## config.mk

```make
export PLATFORM = sky130hd
export DESIGN_NAME = sqr_burst_gen
export DESIGN_NICKNAME = d
export VERILOG_FILES = /design/src/rtl/sqr_burst_gen.sv
export SDC_FILE = /design/constraint.sdc
export NUM_CORES = 1
export LEC_CHECK = 0
export CAP_MARGIN = 15
export CORE_MARGIN = 2
export CORE_UTILIZATION = 55
export DETAILED_ROUTE_END_ITERATION = 16
export MAX_ROUTING_LAYER = met4
export PLACE_DENSITY = 0.76
export SYNTH_ARGS = -nofsm -noshare
export SYNTH_HDL_FRONTEND = slang
export SYNTH_SLANG_ARGS = --single-unit
```

## constraint.sdc

```tcl
create_clock -name clk -period 10.9 [get_ports clk]
set_input_delay 2.18 -clock clk [delete_from_list [all_inputs] [get_ports clk]]
set_output_delay 2.18 -clock clk [all_outputs]
set_load 0.05 [all_outputs]
```

## src/rtl/sqr_burst_gen.sv

```systemverilog
// sqr_burst_gen: square-wave generator with separate high/low segment lengths
// (programmable duty cycle). Runs in burst mode (N periods, then stop) or
// continuous mode. Configuration changes take effect at period boundaries.
//
// Ports:
//   clk, rst_n          clock, asynchronous active-low reset
//   cfg_load            pulse: capture high_len/low_len/amplitude/sel_phase/burst_num
//   high_len, low_len   segment lengths in cycles (0 is treated as 1)
//   amplitude           peak level A; the complementary level is ~A
//   sel_phase           0: first segment is A, 1: first segment is ~A
//   burst_num           periods per burst, 0 = continuous
//   start, stop         run control pulses
//   wave_out            registered output sample
//   busy                high while the generator is running
//   period_tick         pulse on the last sample of each period
//   done                pulse for the cycle in which a run completes
//
// Optional feature: define SQR_DEADTIME_EN to insert DEAD_LEN mid-scale
// samples between segments. The dead gap before a run ends is skipped.
module sqr_burst_gen #(
  parameter int unsigned DT_W     = 8,
  parameter int unsigned CNT_W    = 16,
  parameter int unsigned BURST_W  = 8,
  parameter int unsigned DEAD_LEN = 2
) (
  input  logic               clk,
  input  logic               rst_n,
  input  logic               cfg_load,
  input  logic [CNT_W-1:0]   high_len,
  input  logic [CNT_W-1:0]   low_len,
  input  logic [DT_W-1:0]    amplitude,
  input  logic               sel_phase,
  input  logic [BURST_W-1:0] burst_num,
  input  logic               start,
  input  logic               stop,
  output logic [DT_W-1:0]    wave_out,
  output logic               busy,
  output logic               period_tick,
  output logic               done
);

  typedef struct packed {
    logic [CNT_W-1:0]   high;
    logic [CNT_W-1:0]   low;
    logic [DT_W-1:0]    amp;
    logic               phase;
    logic [BURST_W-1:0] burst;
  } cfg_t;

  localparam cfg_t CFG_RST = '{high: CNT_W'(1), low: CNT_W'(1), amp: '0, phase: 1'b0, burst: '0};

`ifdef SQR_DEADTIME_EN
  localparam logic [DT_W-1:0]  MID_LVL   = {1'b1, {(DT_W-1){1'b0}}};
  localparam logic [CNT_W-1:0] DEAD_LAST = CNT_W'((DEAD_LEN > 1) ? DEAD_LEN - 1 : 0);
  typedef enum logic [2:0] {S_IDLE, S_HIGH, S_LOW, S_DEAD, S_DONE} state_t;
`else
  typedef enum logic [2:0] {S_IDLE, S_HIGH, S_LOW, S_DONE} state_t;
`endif

  // Index of the last cycle of a segment; a zero length behaves as one cycle.
  function automatic logic [CNT_W-1:0] last_idx(input logic [CNT_W-1:0] len);
    return (len == '0) ? '0 : len - CNT_W'(1);
  endfunction

  // Segment level: first segment is A unless phase-inverted.
  function automatic logic [DT_W-1:0] seg_lvl(input cfg_t c, input logic second);
    return (c.phase ^ second) ? ~c.amp : c.amp;
  endfunction

  state_t             state, state_d;
  cfg_t               act_cfg, pnd_cfg, in_cfg, eff_cfg;
  logic               pnd_vld;
  logic               idle_en, idle_en_d;
  logic               stop_pend, stop_d;
  logic [CNT_W-1:0]   seg_cnt, seg_d;
  logic [BURST_W-1:0] per_cnt, per_d;
  logic [BURST_W:0]   per_inc;
  logic               running, cfg_direct, wrap, burst_hit;
  logic [DT_W-1:0]    wave_d;
  logic               busy_d, tick_d, done_d;
`ifdef SQR_DEADTIME_EN
  logic               dead_low, dead_low_d;
`endif

  assign in_cfg = {high_len, low_len, amplitude, sel_phase, burst_num};

`ifdef SQR_DEADTIME_EN
  assign running = (state == S_HIGH) || (state == S_LOW) || (state == S_DEAD);
`else
  assign running = (state == S_HIGH) || (state == S_LOW);
`endif

  // While idle a load goes straight to the active set; while running it waits.
  assign cfg_direct = cfg_load && !running;
  assign wrap       = (state == S_LOW) && (seg_cnt == last_idx(act_cfg.low));
  assign per_inc    = (BURST_W+1)'(per_cnt) + (BURST_W+1)'(1);
  assign burst_hit  = (act_cfg.burst != '0) && (per_inc >= (BURST_W+1)'(act_cfg.burst));

  // Config that will be active after this edge; drives the next sample.
  always_comb begin
    if (wrap && pnd_vld)  eff_cfg = pnd_cfg;
    else if (cfg_direct)  eff_cfg = in_cfg;
    else                  eff_cfg = act_cfg;
  end

  // Next-state and next-output logic.
  always_comb begin
    state_d   = state;
    seg_d     = seg_cnt + CNT_W'(1);
    per_d     = per_cnt;
    stop_d    = stop_pend;
    idle_en_d = idle_en | cfg_direct;
`ifdef SQR_DEADTIME_EN
    dead_low_d = dead_low;
`endif
    wave_d = '0;
    busy_d = 1'b0;
    tick_d = 1'b0;
    done_d = 1'b0;

    case (state)
      S_IDLE: begin
        seg_d  = '0;
        stop_d = 1'b0;
        if (start) begin
          state_d   = S_HIGH;
          per_d     = '0;
          idle_en_d = 1'b1;
        end
      end
      S_HIGH: begin
        stop_d = stop_pend | stop;
        if (seg_cnt == last_idx(act_cfg.high)) begin
          seg_d = '0;
`ifdef SQR_DEADTIME_EN
          state_d    = S_DEAD;
          dead_low_d = 1'b1;
`else
          state_d = S_LOW;
`endif
        end
      end
      S_LOW: begin
        stop_d = stop_pend | stop;
        if (wrap) begin
          seg_d = '0;
          per_d = per_inc[BURST_W-1:0];
          if (burst_hit || stop_pend || stop) begin
            state_d = S_DONE;
            stop_d  = 1'b0;
          end else begin
`ifdef SQR_DEADTIME_EN
            state_d    = S_DEAD;
            dead_low_d = 1'b0;
`else
            state_d = S_HIGH;
`endif
          end
        end
      end
`ifdef SQR_DEADTIME_EN
      S_DEAD: begin
        stop_d = stop_pend | stop;
        if (seg_cnt == DEAD_LAST) begin
          seg_d   = '0;
          state_d = dead_low ? S_LOW : S_HIGH;
        end
      end
`endif
      S_DONE: begin
        seg_d   = '0;
        stop_d  = 1'b0;
        state_d = S_IDLE;
      end
      default: begin
        seg_d   = '0;
        stop_d  = 1'b0;
        state_d = S_IDLE;
      end
    endcase

    // Outputs follow the state being entered so they line up with it.
    case (state_d)
      S_HIGH:  wave_d = seg_lvl(eff_cfg, 1'b0);
      S_LOW:   wave_d = seg_lvl(eff_cfg, 1'b1);
`ifdef SQR_DEADTIME_EN
      S_DEAD:  wave_d = MID_LVL;
`endif
      default: wave_d = idle_en_d ? seg_lvl(eff_cfg, 1'b1) : '0;
    endcase
`ifdef SQR_DEADTIME_EN
    busy_d = (state_d == S_HIGH) || (state_d == S_LOW) || (state_d == S_DEAD);
`else
    busy_d = (state_d == S_HIGH) || (state_d == S_LOW);
`endif
    tick_d = (state_d == S_LOW) && (seg_d == last_idx(eff_cfg.low));
    done_d = (state_d == S_DONE);
  end

  // State, counters and registered outputs.
  always_ff @(posedge clk or negedge rst_n) begin
    if (!rst_n) begin
      state       <= S_IDLE;
      seg_cnt     <= '0;
      per_cnt     <= '0;
      stop_pend   <= 1'b0;
      idle_en     <= 1'b0;
      wave_out    <= '0;
      busy        <= 1'b0;
      period_tick <= 1'b0;
      done        <= 1'b0;
`ifdef SQR_DEADTIME_EN
      dead_low    <= 1'b0;
`endif
    end else begin
      state       <= state_d;
      seg_cnt     <= seg_d;
      per_cnt     <= per_d;
      stop_pend   <= stop_d;
      idle_en     <= idle_en_d;
      wave_out    <= wave_d;
      busy        <= busy_d;
      period_tick <= tick_d;
      done        <= done_d;
`ifdef SQR_DEADTIME_EN
      dead_low    <= dead_low_d;
`endif
    end
  end

  // Active/pending config; a pending set is promoted on the last LOW cycle.
  always_ff @(posedge clk or negedge rst_n) begin
    if (!rst_n) begin
      act_cfg <= CFG_RST;
      pnd_cfg <= CFG_RST;
      pnd_vld <= 1'b0;
    end else begin
      if (wrap && pnd_vld) begin
        act_cfg <= pnd_cfg;
        pnd_vld <= 1'b0;
      end
      if (cfg_load) begin
        if (cfg_direct) begin
          act_cfg <= in_cfg;
        end else begin
          pnd_cfg <= in_cfg;
          pnd_vld <= 1'b1;
        end
      end
    end
  end

endmodule

```

==> flow_metrics.py <==
metrics = {
    "outcome": {
        "run_status": "finished clean",
    },
    "critical_path": {
        "worst_ep_required_time_ns": 11.24,
        "ordered_cell_list_for_the_critical_path": "or4_1 > or4_1 > a32o_1 > a211oi_2 > o2111ai_1 > nor4_4 > buf_4 > mux2i_1 > ha_1 > nand2_1 > a41o_1 > a21oi_1 > nand3b_1 > nor4_4 > mux2i_1 > mux2_2 > a2111oi_2 > o2111ai_1 > nor4b_2",
        "cp_top_family": "simple AND/OR/NAND/NOR gates",
        "worstSetupEndpointType": "flop",
        "worst-r2r-setup-slack_ns": 4.41,
        "cpPeakStageDelay_ns": 0.75,
        "cp_num_buf_inv": 1,
        "criticalPathCategory": "reg2reg",
        "timing.critical_path.fanout_max": 43,
        "setup.worst_path.start_class": "flop",
        "critPathArrivalTime_ns": 6.82,
        "crit_slowest_cell": "sky130_fd_sc_hd__or4_1",
    },
    "clock_tree": {
        "cts.sinks": 139,
        "tritoncts.num_buffers": 17,
        "cts_repair_resize_count": 0,
        "cts.repair_timing.setup_buffer_count": 0,
        "clock_path_buffers": 2,
        "cts.hold.buffers_added": 0,
        "cts_tree": "built",
        "h-tree-depth": 4,
        "worst_setup_hold_path_clk_slew_ns": 0.06,
        "cts_root_buffer": "sky130_fd_sc_hd__clkbuf_16",
        "clkLatencyLatePin_ns": 0.43,
    },
    "routing": {
        "detail_route.wl_per_cell_um": 18.6,
        "routedLengthMet1_mm": 9.90,
        "vias": 7540,
        "highest-signal-layer": "met4",
        "wl_met3_mm": 1.47,
        "drt_first_iter_violations": 769,
        "drc": 0,
        "detail-route-antenna-nets": 0,
        "firstDrtPassIters": 6,
        "wl_mm": 22.5,
        "vias_per_cell": 6.24,
        "route.met2.wl_mm": 10.5,
    },
    "synthesis": {
        "netlist_area_mm2": 0.00888,
        "ys_top_cells_by_area": "sky130_fd_sc_hd__dfrtp_1 (38%), sky130_fd_sc_hd__mux2_2 (7.0%), sky130_fd_sc_hd__mux2i_1 (5.1%), sky130_fd_sc_hd__xnor2_1 (4.5%), sky130_fd_sc_hd__nand2_1 (3.4%)",
        "synth.top_cell.area_share_pct": 38.0,
        "postSynthNetCount": 1019,
        "post_synth_xor_area_fraction_pct": 7.06,
        "number_of_flops_mapped_to_enable_cells_by_yosys": 0,
        "adder_cell_share_of_the_synthesized_area_pct": 2.11,
        "synth_cells": 950,
        "register_area_share_after_synthesis_pct": 39.2,
        "share_of_the_synthesized_area_in_compound_gates_ao_oa_aoi_oai_pct": 16.1,
        "post_synthesis_sequential_element_count": 139,
        "synth_area_leader_cell": "sky130_fd_sc_hd__dfrtp_1",
        "synthesis.area_per_instance_um2": 9.35,
        "synth.yosys.warnings": 0,
        "async_flop_share_pct": 100,
        "yosys_most_used_dff": "sky130_fd_sc_hd__dfrtp_1",
        "synth.area.mux_share_pct": 12.0,
        "simple_gate_area_share_of_the_yosys_netlist_pct": 19.2,
        "synth_cell_type_count": 87,
        "largest_family_of_logic_cells_by_synthesized_area": "simple AND/OR/NAND/NOR gates",
    },
    "sta": {
        "hold_viol_final": 0,
        "rsz0062_at_grt": "no",
        "final_period_minus_worst_setup_slack_ns": 6.49,
        "final.setup_skew_ns": 0.00879,
        "fin_tns_setup_ns": 0,
        "max_clock_freq_mhz": 154,
        "timing_worst_slew_pin_value_ns": 1.09,
        "postLayoutSetupSlackWorst_ns": 4.41,
        "final_max_slew_viol_count": 0,
        "timing.final.setup_violations": 0,
        "worst_slew_margin_rel_pct": 27.3,
        "period_share_pct": 59.5,
    },
    "flow_run": {
        "maxCapViolCount": 0,
    },
    "die": {
        "io-pin-count": 65,
        "start_util_pct": 56.1,
        "floorplan.die.width_um": 131,
        "floorplan.rows": 46,
        "design.die.area_mm2": 0.0172,
        "die_h_um": 131,
        "core_region_mm2": 0.0158,
    },
    "global_route": {
        "grt_max_degree": 74,
        "grt_pass1_wl_mm": 37.3,
        "grt_antenna_before_repair": 0,
        "global_route.usage.total_pct": 27.7,
        "first_global_vias": 7249,
        "grt_remaining_overflow": 0,
    },
    "finish": {
        "drive_above_1_share_pct": 13.0,
        "instances_no_fill": 1209,
        "count_of_inserted_antenna_diode_cells": 0,
        "area_growth_pct": 15.4,
        "fin_util_pct": 64.8,
        "fillers": 1277,
        "num-nets-final": 1049,
    },
    "pwr": {
        "ir_worst_vdd_mv": 0.135,
        "p_per_area_mw_per_mm2": 161,
        "power_leakage_uw": 0.00401,
    },
    "placed_design": {
        "port_buffers": 64,
        "dp_slack_ns": 4.49,
        "dp_cells": 1177,
        "dpl.hpwl_mm": 16.1,
        "place_congestion": 0.971,
    },
    "hold_path": {
        "min_path_type": "reg2reg",
    },
}
-- worst reg2reg max path: cells and delay by family (launching register included) --
family / cells / cell delay (ns)
muxes: 3 / 0.83
adders and majority gates: 1 / 0.25
buffers and inverters: 1 / 0.60
AOI/OAI and AO/OA: 7 / 1.73
DFF: 1 / 0.49
and+or+nand+nor: 7 / 2.51
-- cell type report --
class	instances	area, um^2	area share, %
well taps	216	270	2.64
multi-input cells	714	5040	49.2
clock inverters	14	185	1.81
inverters	37	139	1.36
repair buffers	71	694	6.78
flip-flops and latches	139	3480	34.0
clock buffers	18	439	4.29
-- through the flow --
stage / total power, uW / cell area (um^2) / hold WS, ns
after global routing: 1720 / 10200 / 0.518
final: 1650 / 10200 / 0.491
after detailed placement: 1040 / 9620 / 0.473
after CTS: 1660 / 10200 / 0.494
after floorplan: 926 / 8880 / 0.446
after global placement: 1030 / 9620 / 0.462
-- placed cells by master, fill, tap and decap left out, types with 7 or more instances in the layout --
master                            count
sky130_fd_sc_hd__a211oi_1             7
sky130_fd_sc_hd__a21o_1               9
sky130_fd_sc_hd__a21oi_1             22
sky130_fd_sc_hd__a22oi_1              9
sky130_fd_sc_hd__a31o_2               7
sky130_fd_sc_hd__a31oi_1              9
sky130_fd_sc_hd__and3_1               9
sky130_fd_sc_hd__buf_4                7
sky130_fd_sc_hd__clkbuf_16           17
sky130_fd_sc_hd__clkdlybuf4s50_1     63
sky130_fd_sc_hd__dfrtp_1            135
sky130_fd_sc_hd__ha_1                15
sky130_fd_sc_hd__inv_1               36
sky130_fd_sc_hd__mux2_2              55
sky130_fd_sc_hd__mux2i_1             45
sky130_fd_sc_hd__nand2_1             81
sky130_fd_sc_hd__nand2b_1            10
sky130_fd_sc_hd__nand3_1             17
sky130_fd_sc_hd__nand4_1             17
sky130_fd_sc_hd__nor2_1              77
sky130_fd_sc_hd__nor2b_1              7
sky130_fd_sc_hd__nor3_1              25
sky130_fd_sc_hd__nor4_1              20
sky130_fd_sc_hd__o21ai_0             54
sky130_fd_sc_hd__o41ai_1             13
sky130_fd_sc_hd__or2_2                8
sky130_fd_sc_hd__or3_1                9
sky130_fd_sc_hd__or4_1               13
sky130_fd_sc_hd__xnor2_1             46
sky130_fd_sc_hd__xor2_1              23
-- power by group --
group	total [uW]	internal, uW	switching, uW
combinational	364	167	197
sequential	677	606	71.2
clock	614	371	243
total	1650	1140	510
-- registers in the layout, summed over array words and instances (netlist names) --
signal,count
act_cfg,49
seg_cnt,16
per_cnt,8
state,3
idle_en,1
period_tick,1
stop_pend,1
done,1
wave_out,8
pnd_cfg,49
pnd_vld,1
busy,1
-- layer usage --
| metal | track usage [%] | vias to the layer above |
|---|---|---|
| met1 | 36.7 | 3627 |
| met2 | 42.5 | 313 |
| met4 | 11.3 | 0 |
| met3 | 4.94 | 47 |
| met5 | - | - |
| li1 | - | 3553 |
-- cell usage after synthesis, types with 5 or more instances --
| cell | number |
|---|---|
| sky130_fd_sc_hd__and4_1 | 5 |
| sky130_fd_sc_hd__nor2b_1 | 7 |
| sky130_fd_sc_hd__dfrtp_1 | 135 |
| sky130_fd_sc_hd__nor2_1 | 78 |
| sky130_fd_sc_hd__nand3_1 | 17 |
| sky130_fd_sc_hd__nor3b_1 | 6 |
| sky130_fd_sc_hd__a22oi_1 | 9 |
| sky130_fd_sc_hd__nand2b_1 | 10 |
| sky130_fd_sc_hd__o41ai_1 | 13 |
| sky130_fd_sc_hd__xnor2_1 | 46 |
| sky130_fd_sc_hd__clkbuf_1 | 52 |
| sky130_fd_sc_hd__mux2_2 | 55 |
| sky130_fd_sc_hd__or3_1 | 9 |
| sky130_fd_sc_hd__xor2_1 | 23 |
| sky130_fd_sc_hd__nor4_1 | 20 |
| sky130_fd_sc_hd__nand2_1 | 81 |
| sky130_fd_sc_hd__a21oi_1 | 22 |
| sky130_fd_sc_hd__a31oi_1 | 9 |
| sky130_fd_sc_hd__mux2i_1 | 45 |
| sky130_fd_sc_hd__a21o_1 | 9 |
| sky130_fd_sc_hd__and3_1 | 9 |
| sky130_fd_sc_hd__nor3_1 | 25 |
| sky130_fd_sc_hd__inv_1 | 36 |
| sky130_fd_sc_hd__o2111ai_1 | 6 |
| sky130_fd_sc_hd__a31o_2 | 7 |
| sky130_fd_sc_hd__or4_1 | 13 |
| sky130_fd_sc_hd__o21ai_0 | 54 |
| sky130_fd_sc_hd__nand4_1 | 17 |
| sky130_fd_sc_hd__or2_2 | 8 |
| sky130_fd_sc_hd__a211oi_1 | 7 |
| sky130_fd_sc_hd__ha_1 | 15 |
-- logic make-up after synthesis --
| kind of cell | count (synthesis) |
|---|---|
| compound gates | 201 |
| flops | 139 |
| other cells | 1 |
| xor+xnor | 70 |
| mux | 100 |
| buf+inv | 97 |
| simple gates | 327 |
| fa+ha+maj | 15 |
-- path summary, 6_finish.rpt --
check / end / startpoint / cells past startpoint
hold reg to reg: act_cfg[16] / act_cfg[16] / 2
setup / recovery: period_tick / act_cfg[21] / 19
max in group asynchronous: act_cfg[9] / rst_n / 2
setup reg to reg: period_tick / act_cfg[21] / 19
min in group asynchronous: pnd_cfg[2] / rst_n / 1
hold / removal: act_cfg[16] / act_cfg[16] / 2
Note: power is estimated with default switching activity, not from simulation.
